File: src/rtl/seg7_ctrl.sv
// seg7_ctrl: memory-mapped 4-digit multiplexed 7-segment display driver.
// Registers: DATA (0x0), CTRL (0x4), BLINK (0x8), STATUS (0xC, read-only).
// The prescaler produces one tick every SCAN_DIV clocks; each tick advances
// the digit slot sequencer DIG0->DIG1->DIG2->DIG3->DIG0. Segment and digit
// select pins are active low and registered.
// Optional feature macro: SEG7_CTRL_BLINK_EN (per-digit blinking; when not
// defined the blink counter, phase and BLINK register do not exist).
module seg7_ctrl #(
    parameter int SCAN_DIV  = 25000,
    parameter int BLINK_DIV = 2048
) (
    input  logic        clk,
    input  logic        rst,
    input  logic [3:0]  wr_addr,
    input  logic        wr_en,
    input  logic [31:0] wr_data,
    input  logic [3:0]  wr_strb,
    input  logic [3:0]  rd_addr,
    input  logic        rd_en,
    output logic [31:0] rd_data,
    output logic [7:0]  seg_n,
    output logic [3:0]  dig_n
);

    localparam int PRESC_W = (SCAN_DIV > 2) ? $clog2(SCAN_DIV) : 1;
    localparam logic [PRESC_W-1:0] PRESC_MAX = PRESC_W'(SCAN_DIV - 1);

`ifdef SEG7_CTRL_BLINK_EN
    localparam int BLINK_W = (BLINK_DIV > 2) ? $clog2(BLINK_DIV) : 1;
    localparam logic [BLINK_W-1:0] BLINK_MAX = BLINK_W'(BLINK_DIV - 1);
`endif

    // Slot sequencer states; the encoding doubles as the scan index.
    typedef enum logic [1:0] {
        DIG0 = 2'd0,
        DIG1 = 2'd1,
        DIG2 = 2'd2,
        DIG3 = 2'd3
    } slot_t;

    slot_t              state_q, state_d;
    logic [PRESC_W-1:0] presc_q, presc_d;
    logic [19:0]        data_q,  data_d;
    logic               en_q,    en_d;
    logic [3:0]         digen_q, digen_d;
    logic [7:0]         seg_n_q, seg_n_d;
    logic [3:0]         dig_n_q, dig_n_d;
`ifdef SEG7_CTRL_BLINK_EN
    logic [3:0]         blink_q, blink_d;
    logic [BLINK_W-1:0] bcnt_q,  bcnt_d;
    logic               phase_q, phase_d;
`endif

    logic        tick_s;
    logic        wr_ok_s;
    logic [1:0]  idx_s;
    logic [3:0]  nib_s;
    logic [3:0]  dp_s;
    logic        blanked_s;
    logic        lit_s;
    logic        unused_s;

    // Active-low a..g pattern for one hex digit, bit order {g,f,e,d,c,b,a}.
    function automatic logic [6:0] hex7_n(input logic [3:0] nib);
        logic [6:0] pat;
        case (nib)
            4'h0:    pat = 7'h40;
            4'h1:    pat = 7'h79;
            4'h2:    pat = 7'h24;
            4'h3:    pat = 7'h30;
            4'h4:    pat = 7'h19;
            4'h5:    pat = 7'h12;
            4'h6:    pat = 7'h02;
            4'h7:    pat = 7'h78;
            4'h8:    pat = 7'h00;
            4'h9:    pat = 7'h10;
            4'hA:    pat = 7'h08;
            4'hB:    pat = 7'h03;
            4'hC:    pat = 7'h46;
            4'hD:    pat = 7'h21;
            4'hE:    pat = 7'h06;
            4'hF:    pat = 7'h0E;
            default: pat = 7'h7F;
        endcase
        return pat;
    endfunction

    assign idx_s    = state_q;
    assign wr_ok_s  = wr_en && (wr_strb == 4'b1111);
    assign nib_s    = data_q[{idx_s, 2'b00} +: 4];
    assign dp_s     = data_q[19:16];
    // Byte-lane and high data bits that no register decodes.
    assign unused_s = ^{wr_addr[1:0], rd_addr[1:0], wr_data[31:20]};

    // Next-state logic: prescaler, slot sequencer, blink, register writes, pins.
    always_comb begin
        tick_s    = 1'b0;
        presc_d   = presc_q - PRESC_W'(1);
        state_d   = state_q;
        data_d    = data_q;
        en_d      = en_q;
        digen_d   = digen_q;
        seg_n_d   = 8'hFF;
        dig_n_d   = 4'hF;
        blanked_s = 1'b0;
        lit_s     = 1'b0;
`ifdef SEG7_CTRL_BLINK_EN
        blink_d   = blink_q;
        bcnt_d    = bcnt_q;
        phase_d   = phase_q;
`endif

        // Prescaler reloads on the tick.
        if (presc_q == {PRESC_W{1'b0}}) begin
            tick_s  = 1'b1;
            presc_d = PRESC_MAX;
        end else begin
            presc_d = presc_q - PRESC_W'(1);
        end

        // Slot sequencer advances once per tick, independent of EN.
        case (state_q)
            DIG0:    state_d = tick_s ? DIG1 : DIG0;
            DIG1:    state_d = tick_s ? DIG2 : DIG1;
            DIG2:    state_d = tick_s ? DIG3 : DIG2;
            DIG3:    state_d = tick_s ? DIG0 : DIG3;
            default: state_d = DIG0;
        endcase

`ifdef SEG7_CTRL_BLINK_EN
        // Blink counter spans BLINK_DIV ticks per half-period.
        if (tick_s) begin
            if (bcnt_q == BLINK_MAX) begin
                bcnt_d  = {BLINK_W{1'b0}};
                phase_d = ~phase_q;
            end else begin
                bcnt_d  = bcnt_q + BLINK_W'(1);
            end
        end else begin
            bcnt_d = bcnt_q;
        end
        blanked_s = phase_q & blink_q[idx_s];
`else
        blanked_s = 1'b0;
`endif

        // Register writes only take effect with all byte strobes set.
        if (wr_ok_s) begin
            case (wr_addr[3:2])
                2'd0: data_d = wr_data[19:0];
                2'd1: begin
                    en_d    = wr_data[0];
                    digen_d = wr_data[7:4];
                end
                2'd2: begin
`ifdef SEG7_CTRL_BLINK_EN
                    blink_d = wr_data[3:0];
`endif
                end
                default: begin
                    // STATUS is read-only.
                end
            endcase
        end else begin
            data_d = data_q;
        end

        // Pin values for the slot currently being scanned; a dark slot
        // still occupies its full time so brightness stays uniform.
        lit_s = en_q & digen_q[idx_s] & ~blanked_s;
        if (lit_s) begin
            dig_n_d = ~(4'b0001 << idx_s);
            seg_n_d = {~dp_s[idx_s], hex7_n(nib_s)};
        end else begin
            dig_n_d = 4'hF;
            seg_n_d = 8'hFF;
        end
    end

    // State, register file and pin registers with synchronous reset.
    always_ff @(posedge clk) begin
        if (rst) begin
            state_q <= DIG0;
            presc_q <= PRESC_MAX;
            data_q  <= 20'h0_0000;
            en_q    <= 1'b0;
            digen_q <= 4'h0;
            seg_n_q <= 8'hFF;
            dig_n_q <= 4'hF;
`ifdef SEG7_CTRL_BLINK_EN
            blink_q <= 4'h0;
            bcnt_q  <= {BLINK_W{1'b0}};
            phase_q <= 1'b0;
`endif
        end else begin
            state_q <= state_d;
            presc_q <= presc_d;
            data_q  <= data_d;
            en_q    <= en_d;
            digen_q <= digen_d;
            seg_n_q <= seg_n_d;
            dig_n_q <= dig_n_d;
`ifdef SEG7_CTRL_BLINK_EN
            blink_q <= blink_d;
            bcnt_q  <= bcnt_d;
            phase_q <= phase_d;
`endif
        end
    end

    // Combinational read mux; zero when not reading.
    always_comb begin
        rd_data = 32'h0000_0000;
        if (rd_en) begin
            case (rd_addr[3:2])
                2'd0:    rd_data = {12'h000, data_q};
                2'd1:    rd_data = {24'h00_0000, digen_q, 3'b000, en_q};
`ifdef SEG7_CTRL_BLINK_EN
                2'd2:    rd_data = {28'h000_0000, blink_q};
`else
                2'd2:    rd_data = 32'h0000_0000;
`endif
                2'd3:    rd_data = {30'h0000_0000, idx_s};
                default: rd_data = 32'h0000_0000;
            endcase
        end else begin
            rd_data = 32'h0000_0000;
        end
    end

    assign seg_n = seg_n_q;
    assign dig_n = dig_n_q;

endmodule

File: config.mk
export PLATFORM = sky130hd
export DESIGN_NAME = seg7_ctrl
export DESIGN_NICKNAME = d
export VERILOG_FILES = /design/src/rtl/seg7_ctrl.sv
export SDC_FILE = /design/constraint.sdc
export NUM_CORES = 1
export LEC_CHECK = 0
export ABC_AREA = 1
export BUFFER_PORTS_ARGS = -buffer_cell sky130_fd_sc_hd__buf_2
export CORE_ASPECT_RATIO = 0.6
export CORE_MARGIN = 5
export CORE_UTILIZATION = 55
export DETAILED_ROUTE_END_ITERATION = 16
export PLACE_DENSITY = 0.88
export SETUP_SLACK_MARGIN = 0.05
export SYNTH_ARGS = -nofsm -noshare
export SYNTH_HDL_FRONTEND = slang
export SYNTH_SLANG_ARGS = --single-unit
export TNS_END_PERCENT = 50
File: constraint.sdc
create_clock -name clk -period 4.6 [get_ports clk]
set_input_delay 0.92 -clock clk [delete_from_list [all_inputs] [get_ports clk]]
set_output_delay 0.92 -clock clk [all_outputs]
set_load 0.05 [all_outputs]
# Word level (Yosys, flattened, before mapping)
# Memories as Yosys holds them, arrays and structs flattened. A register that Yosys moved wholly into a read port is not among the register bits.
# Cells that the tools add are included.
[word_totals] regBits=54 mem_bits_ro=112 output_inout_bits=44 inputBits=48 mem_count=1
[mem_list] memory="(no name shown)" depth=16 width=7 rd=1 rd_ports_with_merged_regs=1 wr=0 line_no="66" text="case (nib)"
[classes] add_sub_neg=1 reduce_logical=9 n_bitwise=4 eq_ne=8 shifts=2 magnitude_cmp=1 n_mux=12
[ops] cell="one-hot mux 32 bit (4 select lines)" count=1
[ops] cell="two-way mux 32 bit" count=1
[ops] cell="indexed part select 20 x 5 -> 4 bit" count=1
[ops] cell="zero test 15 bit" count=1
[ops] cell="subtractor 15 x 1 -> 15 bit, second input constant" count=1
[ops] cell="equality test 2 bit, second input constant" count=4
[ops] cell="one-hot mux 2 bit (4 select lines)" count=1
[ops] cell="equality test 2 x 1 -> 1 bit, second input constant" count=3
[ops] cell="zero test 2 bit" count=3
[ops] cell="two-way mux 1 bit" count=5
[ops] cell="binary-select mux 1 bit (select 2 bit)" count=2
[ops] cell="equality test 4 bit, second input constant" count=1
[ops] cell="two-way mux 2 bit" count=2
[ops] cell="NOT 4 bit" count=1
[ops] cell="AND reduction 2 bit" count=2
[ops] cell="OR reduction 2 bit" count=2
[ops] cell="<< shifter 1 x 2 -> 4 bit, first input constant" count=1
[ops] cell="< comparator 2 x 3 -> 1 bit, second input constant" count=1
[ops] cell="NOT 1 bit" count=2
[ops] cell="bitwise AND 1 bit" count=1
[ops] cell="logical AND 1 bit" count=1

# Logic depth before layout (Yosys ltp)
# Gate-level depths: netlist of the first run.
[depth] ltp_word=5 mapped_depth=13

# Least setup slack after synthesis of the first run
# OpenSTA, ideal clock, no wires.
[synth_timing] kind="input to output" from="input rd_addr[2]" to="output rd_data[10]" t_arrival_ps=2524 required_ps=3680 path_slack_ps=1156 cell_stages=4 path_cell_list="nor2_1 inv_1 buf_2 nor3_1"
[synth_between] elab_chain_len=3 word_cells_on_any_way=6 classes_between="3 x eq/ne; 2 x mux; 1 x reduce/logical"
[synth_lines] element="start, declared" line_no="18" text="input logic [3:0] rd_addr,"
[synth_lines] element="equality test 2 bit (tied with other cells)" line_no="215" text="case (rd_addr[3:2])"
[synth_lines] element="one-hot mux 32 bit (4 select lines) (*)" line_no="215"
[synth_lines] element="two-way mux 32 bit (*)" line_no="214" text="if (rd_en) begin"
[synth_lines] element="end, declared" line_no="20" text="output logic [31:0] rd_data,"
# Every way passes the cells marked *; elsewhere a longest branch is shown, timed or not. The select of a mux whose other input is x is not followed.

# Worst setup path in the final report of the first run
[layout_timing] from="input rd_addr[2]" to="output rd_data[0]"
# The elaborated chain is that of the path after synthesis.

==> results of run 1 <==
-- flip-flops by register name (all words and copies together) (netlist names) --
name     flops
presc_q     15
data_q      20
seg_n        8
en_q         1
digen_q      4
idx_s        2
dig_n        4
-- layer usage --
metal / vias to the layer above / GRT usage / share of wire
met3: 9 / 0.0435 / 0.088
met2: 111 / 0.309 / 0.44
met5: - / 0 / 0
li1: 1347 / - / -
met4: 0 / 0.0687 / 0.013
met1: 1182 / 0.288 / 0.46
-- cell type report --
type | instances | area (um^2)
tap | 66 | 82.6
sequential | 54 | 1080
timing repair buffer | 64 | 323
inverter | 58 | 223
fill | 464 | 1830
clock buffer | 7 | 76.3
multi-input combinational | 272 | 1390
-- critical path, stage by stage --
cell     delay [ns]
buf_2          0.12
nor2_1         0.32
inv_1          0.34
o21ai_0        0.23
o21ai_0        0.09
inv_1          0.05
buf_2          0.25
-- power breakdown --
part	switching, uW	leakage (uW)	internal, uW
sequential	2.53	0.000437	471
clock	141	0.0000383	105
combinational	51.1	0.000916	18.2
total	194	0.00139	594
-- path summary, 6_finish.rpt --
check / cells past startpoint / endpoint / slack, ns
hold / removal: 1 / presc_q[0] / 0.41
setup reg to reg: 10 / seg_n[3] / 2.43
setup / recovery: 7 / rd_data[0] / 1.36
hold reg to reg: 1 / presc_q[0] / 0.41
-- cell usage in the layout (no fill, tap or decap), drive strengths merged --
master  synthesis  final
a22oi           1      1
nor3           16     16
xor2            7      7
o21ai          34     34
clkbuf          6      7
nor2           37     37
clkinv          1      1
a21oi          35     35
inv            57     57
buf            18     64
nand2          88     88
dfxtp          54     54
nand3b          1      1
conb            1     12
nand4           3      3
xnor2           1      1
or2             1      1
ha              7      7
nand3          29     29
-- kinds of logic after synthesis --
| group | after synthesis | share of synthesized area |
|---|---|---|
| AOI/OAI and AO/OA | 70 | 0.127 |
| xor gates and xnor gates | 8 | 0.0249 |
| adders and majority gates | 7 | 0.0311 |
| buffers and inverters | 82 | 0.138 |
| DFF | 54 | 0.384 |
| other | 1 | 0.00133 |
| and+or+nand+nor | 175 | 0.294 |
-- per-stage QoR --
stage	hold WS, ns	setup slack [ns]	total power, uW
final	0.405	1.36	789
after global placement	0.374	1.43	552
after CTS	0.411	1.41	795
after detailed placement	0.389	1.42	553
after floorplan	0.365	1.16	540
after global routing	0.430	1.22	823
==> run metrics, run 1 <==
status completed; Tightest Pin Transition 0.751 ns; kind of critical path in -> out; final core occ 0.634; max_cap viols 0; Clock transition at path regs 0.08 ns; first-pass GRT wire length 10.8 mm; Finished Cell Area 0.00317 mm^2; Non-Filler Instances 521; top-count cell post-synth nand2_1; Cells after Synth 397; initial antenna violation count 0; EDFF count, synth 0; # rows 20; Max Fclk 308 MHz; dpl cell area 0.00310 mm^2; worst flop-to-flop path startpoint idx_s[0]; Post-Syn Area 0.00282 mm^2; hold_sp presc_q[0]; Hold/Removal Path Class reg -> reg; final wirelength 6.46 mm; post-synth cell types 30; clk_skew 0.00543 ns; Hold Buf Count CTS 0; fin crit share 0.705; GP Congestion 0.844; Req. time, crit path 3.68 ns; CP Launch Point rd_addr[2]; CP arrival 2.32 ns; clock tree sinks 54; number of global-route vias before repair 2422; ANT cells 0; DR vias 2649; CTS HTree Levels 2; YS warnings 0; max-slew violation count 0; final setup violation count 0; area share of the largest cell type after synthesis 0.384; Critical Path Start Type primary input; synth cell count leaders nand2_1, dfxtp_1, inv_1; worst-path fanout max 15; Final Hold Vio Count 0; DRC Markers 0; initial DRC count 148; die area 0.00670 mm^2; Syn Area/Cell 7.09 um^2; Worst VDD drop 0.120 mV; layout cell share with drive strength beyond 1 0.222; PwrDens 249 mW/mm^2; Die H 65.4 um; drt via density 5.08; CTS tree built; placed cells 514; GRT Util Overall 0.204; drt pass-1 iters 5; Slew HR 0.499; Core ar. 0.00500 mm^2; largest net degree at the start of global routing 41; top post-synthesis cells by area dfxtp_1, nand2_1, inv_1; Top Ports 92; Setup TNS 0 ns; Leak 0.00139 uW; Chip Width 102 um; Clk Latency, worst-skew pair 0.30 ns; dpl hpwl 5.02 mm; register area share after synthesis 0.384; CTS Root Cell clkbuf_8; area grow syn2layout 12.7%; Final ANT Viol Nets 0; RSZ-0062 raised after global routing no; CTS max path bufs 2; Critical Path End Type output port; CTS buffer count 5; GR Overflow Total 0; Post-CTS Setup Inserts 0; Starting Density 0.562; CTS resizes 0; Final #Nets 510; Main synth FF type dfxtp_1; post-detailed-route wirelength per cell 12.4 um; Async SR Flop Fraction 0; flops & latches, synth 54; Final min period 3.24 ns; Synth area leader dfxtp_1; Port-buffer cells 63
No activity file was read; power rests on OpenSTA's default activity.
==> run 2, diff against run 1 <==
- CORE_UTILIZATION: 55 -> 51
- PLACE_DENSITY: 0.88 -> 0.82
- clock period: 4.6 -> 3.1 ns (I/O delays scaled with it)
==> run metrics, run 2 (synthesis gave the netlist of run 1 again) <==
drt via density 5.04 (-0.79%); post-detailed-route wirelength per cell 12.8 um (+3.0%); GR Overflow Total 0 (unchanged); final setup violation count 0 (unchanged); dpl cell area 0.00310 mm^2 (unchanged); PwrDens 371 mW/mm^2 (+49%); drt pass-1 iters 5 (unchanged); CTS buffer count 5 (unchanged); Int Pwr 881 uW (+48%); Final min period 2.64 ns; Critical Path Start Type primary input; first-pass GRT wire length 10.9 mm (+0.95%); DR vias 2628 (-0.79%); power share of the sequential group 0.597 (-0.003); Non-Filler Instances 521 (unchanged); Clk pwr share 0.315 (+0.003); Core ar. 0.00520 mm^2 (+4.0%); Final ANT Viol Nets 0 (unchanged); Worst Hold End presc_q[0]; clk_skew 0.0107 ns (+0.00529 ns); Comb pwr share 0.088 (about the same); Port-buffer cells 63 (unchanged); CTS resizes 0 (unchanged); most frequent cells in the layout nand2_1, buf_2, dfxtp_1, inv_1, a21oi_1; CTS tree built; final core occ 0.610 (-0.0237); fin crit share 0.851; Hold WS 0.401 ns (-0.00409 ns); r2r setup slk 0.98 ns (-1.45 ns); Top Ports 92 (unchanged); die area 0.00715 mm^2 (+6.9%); Chip Width 106 um (+3.5%); dpl hpwl 5.22 mm (+3.9%); Req. time, crit path 2.48 ns (-1.20 ns); leading cell type in the layout, fill and taps excluded nand2_1; layout cell share with drive strength beyond 1 0.224 (+0.00220); R2R depth 10 (unchanged); worst flop-to-flop path startpoint idx_s[0]; Hold/Removal Path Class reg -> reg; Worst VDD drop 0.201 mV (+68%); number of global-route vias before repair 2379 (-1.8%); Finished Cell Area 0.00318 mm^2 (+0.12%); # rows 20 (unchanged); R2R Path End seg_n[3]; Slew HR 0.495 (-0.00379); area grow syn2layout 12.8%; worst-path fanout max 15 (unchanged); Hold Buf Count CTS 0 (unchanged); GRT Util Overall 0.192 (-0.0119); max_cap viols 0 (unchanged); Final #Nets 510 (unchanged); switching share of power 0.252 (+0.00525); largest net degree at the start of global routing 41 (unchanged); initial antenna violation count 0 (unchanged); Clock transition at path regs 0.09 ns (about the same); Psw 296 uW (+53%); GP Congestion 0.875 (+3.8%); Leak 0.00139 uW (about the same); clock tree sinks 54 (unchanged); CTS Root Cell clkbuf_8; CP arrival 2.02 ns (-0.30 ns); Post-CTS Setup Inserts 0 (unchanged); CTS HTree Levels 2 (unchanged); Tightest Pin Transition 0.757 ns (+0.00587 ns); Hold Path Cell Cnt 1 (unchanged); Reg with most FFs data_q; Final Hold Vio Count 0 (unchanged); max-slew violation count 0 (unchanged); Max Fclk 379 MHz; Starting Density 0.541 (-0.0216); ANT cells 0 (unchanged); DRC Markers 0 (unchanged); hold_sp presc_q[0]; initial DRC count 157 (+6.1%); placed cells 514 (unchanged); Die H 67.6 um (+3.3%); status completed; Clk Latency, worst-skew pair 0.31 ns (about the same); RSZ-0062 raised after global routing no; final wirelength 6.65 mm (+3.0%); Setup TNS 0 ns (unchanged); kind of critical path in -> out; Largest register FFs 20 (unchanged); CTS max path bufs 2 (unchanged); Critical Path End Type output port
==> run 2: cell count changes in the layout (fill, tap and decap cells not counted) <==
cell        previous run  this run
clkinvlp_4             0         1
clkbuf_1               2         1
==> run 2: metrics by stage <==
stage / worst slack, ns / total power (uW)
after floorplan: 0.256 / 802
after global placement: 0.522 / 819
after detailed placement: 0.521 / 822
after CTS: 0.517 / 1190
after global routing: 0.274 / 1230
final: 0.461 / 1180
==> run 2: worst max path at each step <==
stage / startpoint / slack [ns] / end / depth (start not counted)
6_report: rd_addr[2] / 0.46 / rd_data[0] / 7
5_1_grt: rd_addr[2] / 0.27 / rd_data[0] / 7
4_1_cts: rd_addr[2] / 0.52 / rd_data[0] / 7
3_5_place_dp: rd_addr[2] / 0.52 / rd_data[0] / 7
3_3_place_gp: rd_addr[2] / 0.52 / rd_data[0] / 7
2_1_floorplan: rd_addr[2] / 0.26 / rd_data[10] / 4
==> run 2: area by class of cell <==
cell class | instances | area, um^2
clock inverter | 1 | 7.51
timing repair buffer | 64 | 323
sequential | 54 | 1080
inverter | 58 | 223
tap | 66 | 82.6
multi-input combinational | 272 | 1390
clock buffer | 6 | 72.6
fill | 493 | 2030
==> run 2: per-layer routing <==
metal | global-route usage | share of wire | vias to the layer above | wire length (um)
li1 | - | - | 1354 | -
met5 | 0 | 0 | - | 0
met4 | 0.0598 | 0.017 | 0 | 116
met1 | 0.264 | 0.49 | 1150 | 3250
met3 | 0.0430 | 0.077 | 9 | 509
met2 | 0.305 | 0.42 | 115 | 2780
==> run 2: power groups by stage <==
stage / registers [uW] / logic, uW / clock network (uW)
global placement: 719 / 101 / 0
global route: 704 / 114 / 411
detailed placement: 719 / 103 / 0
CTS: 703 / 103 / 381
floorplan: 718 / 83.6 / 0
finish: 703 / 104 / 371
==> run 2: worst max-delay path, stage by stage <==
cell and delay, ns:
buf_2 0.12, nor2_1 0.28, inv_1 0.34, o21ai_0 0.24
o21ai_0 0.10, inv_1 0.06, buf_2 0.25
